--- src/rtl/uc_movimenta_asteroides_tiros.sv ---
// uc_movimenta_asteroides_tiros: asteroid/shot tables with a round FSM that moves every entry and resolves hits.
module uc_movimenta_asteroides_tiros #(
    parameter int N_AST   = 4,
    parameter int N_TIROS = 4,
    parameter int DIST_W  = 4
) (
    input  logic                        clock,
    input  logic                        reset,
    input  logic                        iniciar,
    input  logic                        novo_asteroide,
    input  logic [2:0]                  direcao_asteroide,
    input  logic                        novo_tiro,
    input  logic [2:0]                  direcao_tiro,
    output logic                        fim_movimentacao,
    output logic                        perdeu_vida,
    output logic                        acerto,
    output logic                        asteroide_ack,
    output logic                        tiro_ack,
    output logic                        asteroides_cheio,
    output logic                        tiros_cheio,
    output logic [N_AST-1:0]            asteroides_validos,
    output logic [N_AST*DIST_W-1:0]     asteroides_dist,
    output logic [N_AST*3-1:0]          asteroides_dir,
    output logic [N_TIROS-1:0]          tiros_validos,
    output logic [N_TIROS*DIST_W-1:0]   tiros_dist,
    output logic [N_TIROS*3-1:0]        tiros_dir,
    output logic [2:0]                  db_estado
);
    localparam int IA = N_AST > 1 ? $clog2(N_AST) : 1;
    localparam int IT = N_TIROS > 1 ? $clog2(N_TIROS) : 1;
    localparam logic [DIST_W-1:0] DMAX = '1;
    localparam logic [DIST_W-1:0] ONE = DIST_W'(1);
    localparam logic [IA-1:0] I_LAST = IA'(N_AST - 1);
    localparam logic [IT-1:0] J_LAST = IT'(N_TIROS - 1);

    typedef enum logic [2:0] {OCIOSO = 3'd0, MOVE_AST = 3'd1, MOVE_TIRO = 3'd2, COLISAO = 3'd3, FIM = 3'd4} estado_t;

    estado_t estado_q, estado_d;
    logic [IA-1:0] i_q, i_d, ast_livre;
    logic [IT-1:0] j_q, j_d, tiro_livre;
    logic ast_v_q [N_AST];
    logic ast_v_d [N_AST];
    logic [DIST_W-1:0] ast_dist_q [N_AST];
    logic [DIST_W-1:0] ast_dist_d [N_AST];
    logic [2:0] ast_dir_q [N_AST];
    logic [2:0] ast_dir_d [N_AST];
    logic tiro_v_q [N_TIROS];
    logic tiro_v_d [N_TIROS];
    logic [DIST_W-1:0] tiro_dist_q [N_TIROS];
    logic [DIST_W-1:0] tiro_dist_d [N_TIROS];
    logic [2:0] tiro_dir_q [N_TIROS];
    logic [2:0] tiro_dir_d [N_TIROS];
    logic fim_q, fim_d, perdeu_q, perdeu_d, acerto_q, acerto_d;
    logic ast_ack_q, ast_ack_d, tiro_ack_q, tiro_ack_d;
    logic hit;

    for (genvar g = 0; g < N_AST; g++) begin : g_ast
        assign asteroides_validos[g] = ast_v_q[g];
        assign asteroides_dist[g*DIST_W +: DIST_W] = ast_dist_q[g];
        assign asteroides_dir[g*3 +: 3] = ast_dir_q[g];
    end
    for (genvar g = 0; g < N_TIROS; g++) begin : g_tiro
        assign tiros_validos[g] = tiro_v_q[g];
        assign tiros_dist[g*DIST_W +: DIST_W] = tiro_dist_q[g];
        assign tiros_dir[g*3 +: 3] = tiro_dir_q[g];
    end

    assign asteroides_cheio = &asteroides_validos;
    assign tiros_cheio      = &tiros_validos;
    assign fim_movimentacao = fim_q;
    assign perdeu_vida      = perdeu_q;
    assign acerto           = acerto_q;
    assign asteroide_ack    = ast_ack_q;
    assign tiro_ack         = tiro_ack_q;
    assign db_estado        = estado_q;
    assign hit = ast_v_q[i_q] && tiro_v_q[j_q] && ast_dir_q[i_q] == tiro_dir_q[j_q]
                 && tiro_dist_q[j_q] >= ast_dist_q[i_q];

    // descending scan leaves the lowest free index
    always_comb begin
        ast_livre  = '0;
        tiro_livre = '0;
        for (int k = N_AST - 1; k >= 0; k--) if (!ast_v_q[k]) ast_livre = IA'(k);
        for (int k = N_TIROS - 1; k >= 0; k--) if (!tiro_v_q[k]) tiro_livre = IT'(k);
    end

    always_comb begin
        estado_d    = estado_q;
        i_d         = i_q;
        j_d         = j_q;
        ast_v_d     = ast_v_q;
        ast_dist_d  = ast_dist_q;
        ast_dir_d   = ast_dir_q;
        tiro_v_d    = tiro_v_q;
        tiro_dist_d = tiro_dist_q;
        tiro_dir_d  = tiro_dir_q;
        fim_d       = 1'b0;
        perdeu_d    = 1'b0;
        acerto_d    = 1'b0;
        ast_ack_d   = 1'b0;
        tiro_ack_d  = 1'b0;
        case (estado_q)
            OCIOSO: begin
                if (novo_asteroide && !asteroides_cheio) begin
                    ast_v_d[ast_livre]    = 1'b1;
                    ast_dist_d[ast_livre] = DMAX;
                    ast_dir_d[ast_livre]  = direcao_asteroide;
                    ast_ack_d             = 1'b1;
                end
                if (novo_tiro && !tiros_cheio) begin
                    tiro_v_d[tiro_livre]    = 1'b1;
                    tiro_dist_d[tiro_livre] = ONE;
                    tiro_dir_d[tiro_livre]  = direcao_tiro;
                    tiro_ack_d              = 1'b1;
                end
                if (iniciar) begin
                    estado_d = MOVE_AST;
                    i_d      = '0;
                end
            end
            MOVE_AST: begin
                if (ast_v_q[i_q] && ast_dist_q[i_q] == ONE) begin
                    ast_v_d[i_q] = 1'b0;
                    perdeu_d     = 1'b1;
                end else if (ast_v_q[i_q]) ast_dist_d[i_q] = ast_dist_q[i_q] - ONE;
                i_d = i_q == I_LAST ? '0 : i_q + IA'(1);
                if (i_q == I_LAST) begin
                    estado_d = MOVE_TIRO;
                    j_d      = '0;
                end
            end
            MOVE_TIRO: begin
                if (tiro_v_q[j_q] && tiro_dist_q[j_q] == DMAX) tiro_v_d[j_q] = 1'b0;
                else if (tiro_v_q[j_q]) tiro_dist_d[j_q] = tiro_dist_q[j_q] + ONE;
                j_d = j_q == J_LAST ? '0 : j_q + IT'(1);
                if (j_q == J_LAST) begin
                    estado_d = COLISAO;
                    i_d      = '0;
                end
            end
            COLISAO: begin
                if (hit) begin
                    ast_v_d[i_q]  = 1'b0;
                    tiro_v_d[j_q] = 1'b0;
                    acerto_d      = 1'b1;
                end
                j_d = j_q == J_LAST ? '0 : j_q + IT'(1);
                if (j_q == J_LAST) i_d = i_q == I_LAST ? '0 : i_q + IA'(1);
                if (j_q == J_LAST && i_q == I_LAST) begin
                    estado_d = FIM;
                    fim_d    = 1'b1;
                end
            end
            FIM:     estado_d = OCIOSO;
            default: estado_d = OCIOSO;
        endcase
    end

    always_ff @(posedge clock) begin
        if (reset) begin
            estado_q   <= OCIOSO;
            i_q        <= '0;
            j_q        <= '0;
            fim_q      <= 1'b0;
            perdeu_q   <= 1'b0;
            acerto_q   <= 1'b0;
            ast_ack_q  <= 1'b0;
            tiro_ack_q <= 1'b0;
            for (int k = 0; k < N_AST; k++) begin
                ast_v_q[k]    <= 1'b0;
                ast_dist_q[k] <= '0;
                ast_dir_q[k]  <= '0;
            end
            for (int k = 0; k < N_TIROS; k++) begin
                tiro_v_q[k]    <= 1'b0;
                tiro_dist_q[k] <= '0;
                tiro_dir_q[k]  <= '0;
            end
        end else begin
            estado_q    <= estado_d;
            i_q         <= i_d;
            j_q         <= j_d;
            fim_q       <= fim_d;
            perdeu_q    <= perdeu_d;
            acerto_q    <= acerto_d;
            ast_ack_q   <= ast_ack_d;
            tiro_ack_q  <= tiro_ack_d;
            ast_v_q     <= ast_v_d;
            ast_dist_q  <= ast_dist_d;
            ast_dir_q   <= ast_dir_d;
            tiro_v_q    <= tiro_v_d;
            tiro_dist_q <= tiro_dist_d;
            tiro_dir_q  <= tiro_dir_d;
        end
    end
endmodule

--- config.mk ---
export PLATFORM = sky130hd
export DESIGN_NAME = uc_movimenta_asteroides_tiros
export DESIGN_NICKNAME = d
export VERILOG_FILES = /design/src/rtl/uc_movimenta_asteroides_tiros.sv
export SDC_FILE = /design/constraint.sdc
export NUM_CORES = 1
export LEC_CHECK = 0
export ABC_AREA = 1
export BUFFER_PORTS_ARGS = -buffer_cell sky130_fd_sc_hd__buf_2
export CAP_MARGIN = 20
export CORE_MARGIN = 10
export CORE_UTILIZATION = 51
export DETAILED_ROUTE_END_ITERATION = 10
export GPL_ROUTABILITY_DRIVEN = 1
export PLACE_DENSITY = 0.77
export SETUP_SLACK_MARGIN = 0.4
export SLEW_MARGIN = 10
export SYNTH_ARGS = -nofsm -noshare
export SYNTH_HDL_FRONTEND = slang
export SYNTH_SLANG_ARGS = --single-unit
--- constraint.sdc ---
create_clock -name clock -period 1.9 [get_ports clock]
set_input_delay 0.285 -clock clock [delete_from_list [all_inputs] [get_ports clock]]
set_output_delay 0.285 -clock clock [all_outputs]
set_load 0.02 [all_outputs]
# After elaboration in Yosys (flattened, before gate mapping)
# Cells that the tools add are included.
# W data, S select, Z words.
# op_classes
add_sub_neg	4
magnitude_cmp	9
eq_ne	22
muxes	84
bitwise_logic	17
reduce_logical	36
# op_table
operator	count
$mux W16	6
$pmux W16 S2	2
$mux W4	14
$bwmux W16	2
$demux W4 S2	4
$reduce_and A4 Y1	8
$mux W3	10
$mux W2	14
$ne A2 B2 Y1 const B	14
$bwmux W12	2
$pmux W4 S3	2
$bmux W4 S2	2
$or A16 B16 Y16	1
$mux W1	13
$and A12 B12 Y12	1
$bmux W3 S2	2
$demux W3 S2	2
$ge A3 B3 Y1 const B	4
$logic_and A1 B1 Y1	12
$lt A3 B1 Y1 const B	4
$not A12 Y12	1
$not A2 Y3	4
$or A4 B4 Y4	3
$pmux W3 S4	1
other kinds (24)	44
# totals
register_bits	76
in_bits	11
out_inout_bits	74
wordCells	204

# Logic depth before layout (Yosys ltp)
# Gate-level depths: netlist of run 1.
# depth
depth_word	13
ltp_mapped	19
depth_no_buf	16

# Least setup slack after synthesis of run 1
# OpenSTA, ideal clock, no wires.
# synth_path
path_type	reg2reg
startpoint	reg j_q[0]
endpoint	reg ast_v_q (netlist bit asteroides_validos[1])
setup_ps	115
t_arrival_ps	1945
required_time_ps	1785
path_slack_ps	-161
stages_incl_launch_ff	18
path_buffers	2
period_less_slack_ps	2061
path_cell_list	dfxtp_1 > inv_2 > buf_6 > nand2_1 > nand3_1 > nand2_2 > inv_1 > ha_1 > nand2_1 > o21ai_0 > nor2_1 > nor2_1 > nand2_2 > nand2_4 > buf_6 > nand3_1 > nand2_1 > nor2_1
# synth_via
elab_chain_cells	9
elab_cells_between_ends	17
cone_classes	order compare: 1; eq/ne: 2; mux: 9; bitwise: 1; reduce/logical: 4
# synth_lines
element	line	source
start: declaration	40	logic [IT-1:0] j_q, j_d, tiro_livre;
start signal: assignment	182	j_q <= j_d;
$not A2 Y3 (not written as such) *	76, 77	
branches (longest 5 deep; another with $ge A4 B4 Y1)	n/a	
$logic_and A1 B1 Y1 *	77	&& tiro_dist_q[j_q] >= ast_dist_q[i_q];
$ne A2 B2 Y1 (no line) *	n/a	
$reduce_and A4 Y1 (no line) *	n/a	
end signal: assignment	188	ast_v_q <= ast_v_d;
end: declaration	41	logic ast_v_q [N_AST];
# Every way passes the cells marked *. The select of a mux whose other input is x is not followed.
# A chain may end at the register's enable or synchronous reset.

# Worst setup path after layout of run 1
# layout_path
startpoint	reg j_q[0]
endpoint	reg tiro_v_q (netlist bit tiros_validos[2])
# layout_via
elab_chain_cells	9
elab_cells_between_ends	30
cone_classes	order compare: 3; eq/ne: 4; mux: 14; bitwise: 3; reduce/logical: 6
# layout_lines
element	line	source
$not A2 Y3 (not written as such) *	n/a	
branches (longest 8 deep; another with $ge A4 B4 Y1)	n/a	
end signal: assignment	191	tiro_v_q <= tiro_v_d;
end: declaration	47	logic tiro_v_q [N_TIROS];
# Marked as above.

==> results of run 1 <==
-- cells in the mapped netlist (all sizes together) --
cell type and instances:
nor3 3, o211ai 6, a22oi 2, xor2 4
dfxtp 76, nand2 196, ha 15, o2111ai 3
a32oi 1, or2 2, a21oi 71, nand3 77
inv 82, buf 17, nor2 61, o21ai 43
clkbuf 6, nand4 3, a211oi 1, nor4 1
-- power by group through the flow --
stage               clock network, mW  logic [mW]  registers, mW
floorplan                           0        2.46           2.56
global placement                    0        3.67           2.29
detailed placement                  0        3.75           2.30
CTS                              1.53        4.40           2.28
global route                     1.60        5.85           2.37
finish                           1.54        5.47           2.34
-- layer usage --
layer | global-route usage (%) | wire length, um
met1 | 25.8 | 6510
met2 | 37.9 | 8390
met4 | 9.90 | 665
met5 | 0 | 0
met3 | 5.98 | 1450
-- how the worst min path moves through the flow --
| stage | startpoint | endpoint | cells after the start | slack [ns] |
|---|---|---|---|---|
| 6_report | direcao_asteroide[0] | asteroides_dir[3]$_SDFFE_PP0P_ | 3 | 0.23 |
| 3_5_place_dp | db_estado[0]$_SDFFE_PP0P_ | db_estado[0]$_SDFFE_PP0P_ | 1 | 0.44 |
| 3_3_place_gp | db_estado[0]$_SDFFE_PP0P_ | db_estado[0]$_SDFFE_PP0P_ | 1 | 0.45 |
| 4_1_cts | direcao_asteroide[0] | asteroides_dir[3]$_SDFFE_PP0P_ | 3 | 0.22 |
| 2_1_floorplan | direcao_asteroide[0] | asteroides_dir[0]$_SDFFE_PP0P_ | 2 | 0.45 |
| 5_1_grt | direcao_tiro[1] | tiros_dir[1]$_SDFFE_PP0P_ | 3 | 0.24 |
-- per-stage QoR --
| step | area (um2) | setup WS (ns) | cells | hold slack [ns] |
|---|---|---|---|---|
| 2_1_floorplan | 4600 | -0.0406 | 670 | 0.448 |
| 3_3_place_gp | 5220 | -0.00244 | 869 | 0.446 |
| 3_5_place_dp | 5220 | -0.105 | 869 | 0.443 |
| 4_1_cts | 5990 | -0.103 | 910 | 0.216 |
| 5_1_grt | 6480 | -0.362 | 930 | 0.241 |
| 6_report | 6480 | -0.255 | 930 | 0.226 |
-- what timing repair did --
item                                    in CTS  in global routing
endpoints found under the setup margin      67                 66
setup buffers                               24                 20
resized for setup                           97                 90
gates cloned                                 1                  0
pin swaps                                   39                 46
-- layout by cell type (no fill, tap or decap), types with 9 or more instances in the layout --
cell type and instances:
o21ai_1 10, a21oi_1 53, clkbuf_8 11, o21ai_0 18
inv_1 59, nand3_1 65, dfxtp_1 59, dfxtp_2 10
nor2_1 39, nand2_1 156, o21ai_2 13, a21oi_2 15
nand2_4 12, buf_6 10, nor2_2 9, nand2_2 23
nor2_4 12, buf_2 83, inv_2 14, nand3_2 10
buf_4 58
-- kinds of logic (layout without fill, tap and decap cells) --
logic type	Yosys count	after routing
XOR/XNOR	4	4
flip-flops	76	76
AO/OA/AOI/OAI	127	127
adder cells (fa/ha/maj)	15	15
buffers and inverters	105	256
AND/OR/NAND/NOR	343	344
-- state kept, by name, summed over array words and instances, names as in the netlist --
register and count:
asteroides_dist 16, tiros_dist 16, asteroides_dir 12, tiros_dir 12, asteroides_validos 4, tiros_validos 4, db_estado 3, i_q 2
j_q 2, acerto 1, asteroide_ack 1, fim_movimentacao 1, perdeu_vida 1, tiro_ack 1
-- worst max-delay path, delay by kind of cell, from the launching register on --
kind | cells | cell delay, ns
compound gates | 3 | 0.45
buf+inv | 2 | 0.21
flops | 1 | 0.41
fa+ha+maj | 1 | 0.20
simple gates | 8 | 0.76
-- cell type report --
type,instances,area share [%]
inverter,82,5.25
timing repair buffer,158,16.8
sequential,76,24.1
tap,108,2.09
multi-input combinational,490,48.0
clock inverter,3,1.00
clock buffer,13,2.78
==> impl_metrics.tcl, run 1 <==
set metrics [dict create \
    status "finished with violations" \
    violations "negative setup slack" \
    n_fill_cell 571 \
    pwr_density_cell_mw_per_mm2 1440 \
    endpoint "tiros_validos[2]$_SDFFE_PP0P_" \
    finalHoldViolCount 0 \
    cp_max_fo 8 \
    rsz0062_at_grt "yes" \
    pwr-share-clk_pct 16.4 \
    die_h_um 114 \
    syn_inst 670 \
    post-route-drc-count 0 \
    clk_path_buf_depth 2 \
    critPathMaxStageDelay_ns 0.41 \
    critPathKind "reg2reg" \
    grt_max_degree 34 \
    num_rows 34 \
    drive_gt1_share_pct 41.5 \
    htreeDepth 3 \
    cap_violations 0 \
    cp.arrival_ns 2.41 \
    multi_input_area_mm2 0.00311 \
    grt_pass1_vias 4914 \
    synth_compound_area_share_pct 16.3 \
    yosysUniqueCellTypes 38 \
    syn_area_mm2 0.00447 \
    combPwrFrac_pct 58.5 \
    area_delta_synth_final_pct 44.9 \
    track_usage_pct 22.4 \
    drt_first_pass_iters 5 \
    ys_seq_elements 76 \
    root_buffer "clkbuf_8" \
    peakVddDrop_mv 0.731 \
    worstReg2RegStart "j_q[0]$_SDFFE_PP0P_" \
    clock-skew-final_ns 0.0144 \
    core_area_mm2 0.00864 \
    clkSinkCount 76 \
    reg2reg_setup_slack_ns -0.25 \
    synthAdderAreaFrac_pct 4.20 \
    tightest_slew_ns 0.518 \
    crit_chain "buf_6 > nand2_1 > nand3_2 > nand2_2 > inv_2 > ha_4 > a21oi_1 > o21ai_2 > nor2_2 > nor2_2 > nand2_2 > nand2_4 > a21oi_1 > nor2_1" \
    die_area_mm2 0.0129 \
    netSwitchingPower_mw 4.43 \
    overflow 0 \
    synth_top_area_share_pct 34.0 \
    min_period_ns 2.15 \
    clkTransAtPathRegs_ns 0.08 \
    grt_first_pass_wirelength_um 24000 \
    yosysTopAreaCell "dfxtp_1" \
    portBuffers 84 \
    utilization_pct 75.0 \
    hold_buffers 0 \
    fin_total_pwr_mw 9.34 \
    start_util_pct 51.8 \
    synth.area.mux_share_pct 0 \
    worstPathRequired_ns 2.15 \
    synthSimpleGateAreaFrac_pct 34.0 \
    power.internal_mw 4.92 \
    dp_hpwl_um 10200 \
    wl_per_cell_um 18.3 \
    synth_fp_nets 696 \
    max_slew_margin_pct 65.4 \
    setup-tns-final_ns -3.44 \
    synth.avg_cell_area_um2 6.67 \
    synth_area_leaders "dfxtp_1 34%, nand2_1 15%, nand3_1 8.4%, a21oi_1 7.7%, inv_1 6.1%" \
    antenna_found_initial 0 \
    cts_made_buffers 9 \
    drtIter0Drc 379 \
    p_seq_share_pct 25.0 \
    slowest_stage "dfxtp_4" \
    num_io_pins 85 \
    die_w_um 114 \
    swShare_pct 47.4 \
    viasPerCell 5.80 \
    place_congestion 0.882 \
    r2r-end "tiros_validos[2]$_SDFFE_PP0P_" \
    drv_slew 0 \
    tritoncts "yes" \
    hold_path_class "in2reg" \
    yosysWarnings 0 \
    min_period_over_period_pct 113 \
    finalNetCount 843 \
    synth_top_family_by_area "simple AND/OR/NAND/NOR gates" \
    antenna_cells 0 \
    setup_viol 30 \
    synth_seq_area_share_pct 34.0 \
    ant_nets 0 \
    p_leak_nw 2.87 \
    final-seq-area_mm2 0.00156 \
    vias 5395 \
    wirelength_um 17000 \
    fmax_mhz 464 \
    reg2reg_depth 14 \
    cp-end-kind "register" \
    synth_xor_area_share_pct 0.784 \
    finalWorstSetupSlack_ns -0.255 \
    critPathLaunch "j_q[0]$_SDFFE_PP0P_" \
    clkLatencyLatePin_ns 0.37 \
    start_kind "register" \
]
(Power assumes the default switching activity.)
==> run 2, diff against run 1 <==
--- a/config.mk
+++ b/config.mk
@@ -9,10 +9,10 @@
 export BUFFER_PORTS_ARGS = -buffer_cell sky130_fd_sc_hd__buf_2
 export CAP_MARGIN = 20
 export CORE_MARGIN = 10
-export CORE_UTILIZATION = 51
+export CORE_UTILIZATION = 50
 export DETAILED_ROUTE_END_ITERATION = 10
 export GPL_ROUTABILITY_DRIVEN = 1
-export PLACE_DENSITY = 0.77
+export PLACE_DENSITY_LB_ADDON = 0.2
 export SETUP_SLACK_MARGIN = 0.4
 export SLEW_MARGIN = 10
 export SYNTH_ARGS = -nofsm -noshare
==> run 2 against run 1 <==
  * The flow still finishes with violations (negative setup slack)
  * Largest cell class unchanged
  * Critical endpoint is now asteroides_validos[0]$_SDFFE_PP0P_
  * Largest power group unchanged
  * Utilization rose by 2.7 points
  * Global-route usage is 0.40 points lower
  * Non-clock buffer count up 5
  * Hold slack worse by 0.010 ns
==> impl_metrics.tcl, run 2 (synthesized netlist as in run 1, its figures left out) <==
set metrics [dict create \
    cts_made_buffers 9 \
    whs_path_depth 3 \
    grt_first_pass_wirelength_um 23900 \
    utilization_pct 77.7 \
    finalWorstSetupSlack_ns -0.375 \
    die_area_mm2 0.0131 \
    tritoncts "yes" \
    critPathMaxStageDelay_ns 0.38 \
    place_congestion 0.901 \
    wl_per_cell_um 19.0 \
    drt_first_pass_iters 6 \
    htreeDepth 3 \
    cpLargestDelayFamily "simple AND/OR/NAND/NOR gates" \
    clkSinkCount 76 \
    pwr_density_cell_mw_per_mm2 1440 \
    reg2reg_depth 16 \
    drv_slew 0 \
    root_buffer "clkbuf_8" \
    antenna_found_initial 0 \
    clkLatencyLatePin_ns 0.36 \
    dp_slack_ns -0.123 \
    reg2reg_setup_slack_ns -0.37 \
    hold_buffers 0 \
    worstReg2RegStart "j_q[0]$_SDFFE_PP0P_" \
    wirelength_um 17800 \
    post-route-drc-count 0 \
    power.internal_mw 5.11 \
    portBuffers 84 \
    clkTransAtPathRegs_ns 0.09 \
    track_usage_pct 22.0 \
    fin_total_pwr_mw 9.75 \
    min_period_ns 2.27 \
    finalHoldViolCount 0 \
    ant_nets 0 \
    worstPathRequired_ns 2.16 \
    final_cell_mix "151 x nand2_1, 83 x buf_2, 59 x dfxtp_1" \
    min_period_over_period_pct 120 \
    area_delta_synth_final_pct 51.7 \
    violations "negative setup slack" \
    n_fill_cell 584 \
    critical_path.most_common_cell "nand2_2" \
    hold_path_class "in2reg" \
    die_h_um 115 \
    combPwrFrac_pct 59.7 \
    num_io_pins 85 \
    netSwitchingPower_mw 4.63 \
    overflow 0 \
    swShare_pct 47.5 \
    antenna_cells 0 \
    r2r-end "asteroides_validos[0]$_SDFFE_PP0P_" \
    critPathKind "reg2reg" \
    cp-end-kind "register" \
    dp_hpwl_um 10400 \
    core_area_mm2 0.00872 \
    crit_buf_inv 3 \
    slowest_stage "dfxtp_4" \
    max_slew_margin_pct 62.4 \
    grt_max_degree 34 \
    drtIter0Drc 436 \
    start_util_pct 51.2 \
    num_rows 34 \
    crit_chain "buf_12 > inv_6 > nand2_1 > nand3_1 > nand2_2 > inv_1 > ha_4 > nand2_2 > o21ai_2 > nor2_2 > nor2_1 > nand2_2 > nand2_4 > nand3_1 > nand2_1 > nor2_1" \
    peakVddDrop_mv 0.819 \
    grt_pass1_vias 4969 \
    start_kind "register" \
    vias 5551 \
    drive_gt1_share_pct 47.4 \
    die_w_um 115 \
    p_seq_share_pct 24.2 \
    final_common_cell "nand2_1" \
    cap_violations 0 \
    stdcell_count 935 \
    holdPathEnd "tiros_dir[0]$_SDFFE_PP0P_" \
    fmax_mhz 440 \
    holdCritStartpoint "direcao_tiro[0]" \
    tightest_slew_ns 0.562 \
    setup_viol 28 \
    finalNetCount 848 \
    clock-skew-final_ns 0.0105 \
    pwr-share-clk_pct 16.1 \
    rsz0062_at_grt "yes" \
    cp_max_fo 8 \
    dpl.cell_count 874 \
    p_leak_nw 2.96 \
    timing.hold.ws_ns 0.216 \
    clk_path_buf_depth 2 \
    status "finished with violations" \
    cp.arrival_ns 2.54 \
    viasPerCell 5.94 \
]
[run 2: cell count changes in the layout (fill, tap and decap cells not counted), moves of 5 or more]
| cell | delta |
|---|---|
| nand2_1 | -5 |
| nand3_2 | +11 |
| nand3_1 | -13 |
| a21oi_2 | +20 |
| a21oi_1 | -20 |
| inv_2 | +5 |
| nand2_4 | +8 |
[run 2: routing by layer]
metal	share of wire, %	global-route usage [%]
met4	4.7	7.18
met2	48	36.0
met3	8.3	4.51
met5	0	0
met1	39	28.0
[run 2: power by group through the flow]
stage                     logic (mW)  registers [mW]  clock network (mW)
after floorplan                 2.46            2.56                   0
after global placement          3.75            2.29                   0
after CTS                       4.42            2.27                1.56
after detailed placement        3.83            2.31                   0
after global routing            6.17            2.39                1.64
final                           5.82            2.36                1.57
[run 2: worst reg2reg max path: stages, from the launching register on]
cell	delay (ns)
dfxtp_4	0.38
buf_12	0.12
inv_6	0.04
nand2_1	0.09
nand3_1	0.11
nand2_2	0.11
inv_1	0.08
ha_4	0.27
nand2_2	0.06
o21ai_2	0.16
nor2_2	0.08
nor2_1	0.15
nand2_2	0.12
nand2_4	0.16
nand3_1	0.12
nand2_1	0.10
nor2_1	0.05
[run 2: layout make-up]
type	count	area [um2]	share of cell area (%)
clock inverters	7	121	1.79
inverters	82	334	4.93
multi-input cells	490	3330	49.1
repair buffers	163	1160	17.2
well taps	108	135	1.99
flip-flops and latches	76	1570	23.2
clock buffers	9	124	1.83
[run 2: worst max path at each step]
stage                             start                                  to  slack [ns]  cells past startpoint
floorplan           i_q[0]$_SDFFE_PP0P_  asteroides_validos[1]$_SDFFE_PP0P_       -0.04                     17
global placement    j_q[1]$_SDFFE_PP0P_       tiros_validos[3]$_SDFFE_PP0P_        0.02                     14
detailed placement  j_q[0]$_SDFFE_PP0P_  asteroides_validos[3]$_SDFFE_PP0P_       -0.12                     14
CTS                 j_q[0]$_SDFFE_PP0P_  asteroides_validos[3]$_SDFFE_PP0P_       -0.13                     14
global route        j_q[0]$_SDFFE_PP0P_  asteroides_validos[0]$_SDFFE_PP0P_       -0.42                     16
finish              j_q[0]$_SDFFE_PP0P_  asteroides_validos[0]$_SDFFE_PP0P_       -0.37                     16
[run 2: per-stage QoR]
step                instance area [um2]  setup TNS (ns)
global placement                   5270               0
CTS                                5950           -1.16
detailed placement                 5270          -0.873
finish                             6780           -5.76
floorplan                          4600          -0.250
global route                       6780           -8.41
[run 2: timing repair]
action / 4_1_cts / 5_1_grt
setup buffers: 23 / 20
gates cloned: 1 / 1
pin swaps: 23 / 71
hold endpoints to repair: 0 / 0
gates resized for setup: 68 / 177
endpoints found under the setup margin: 69 / 75
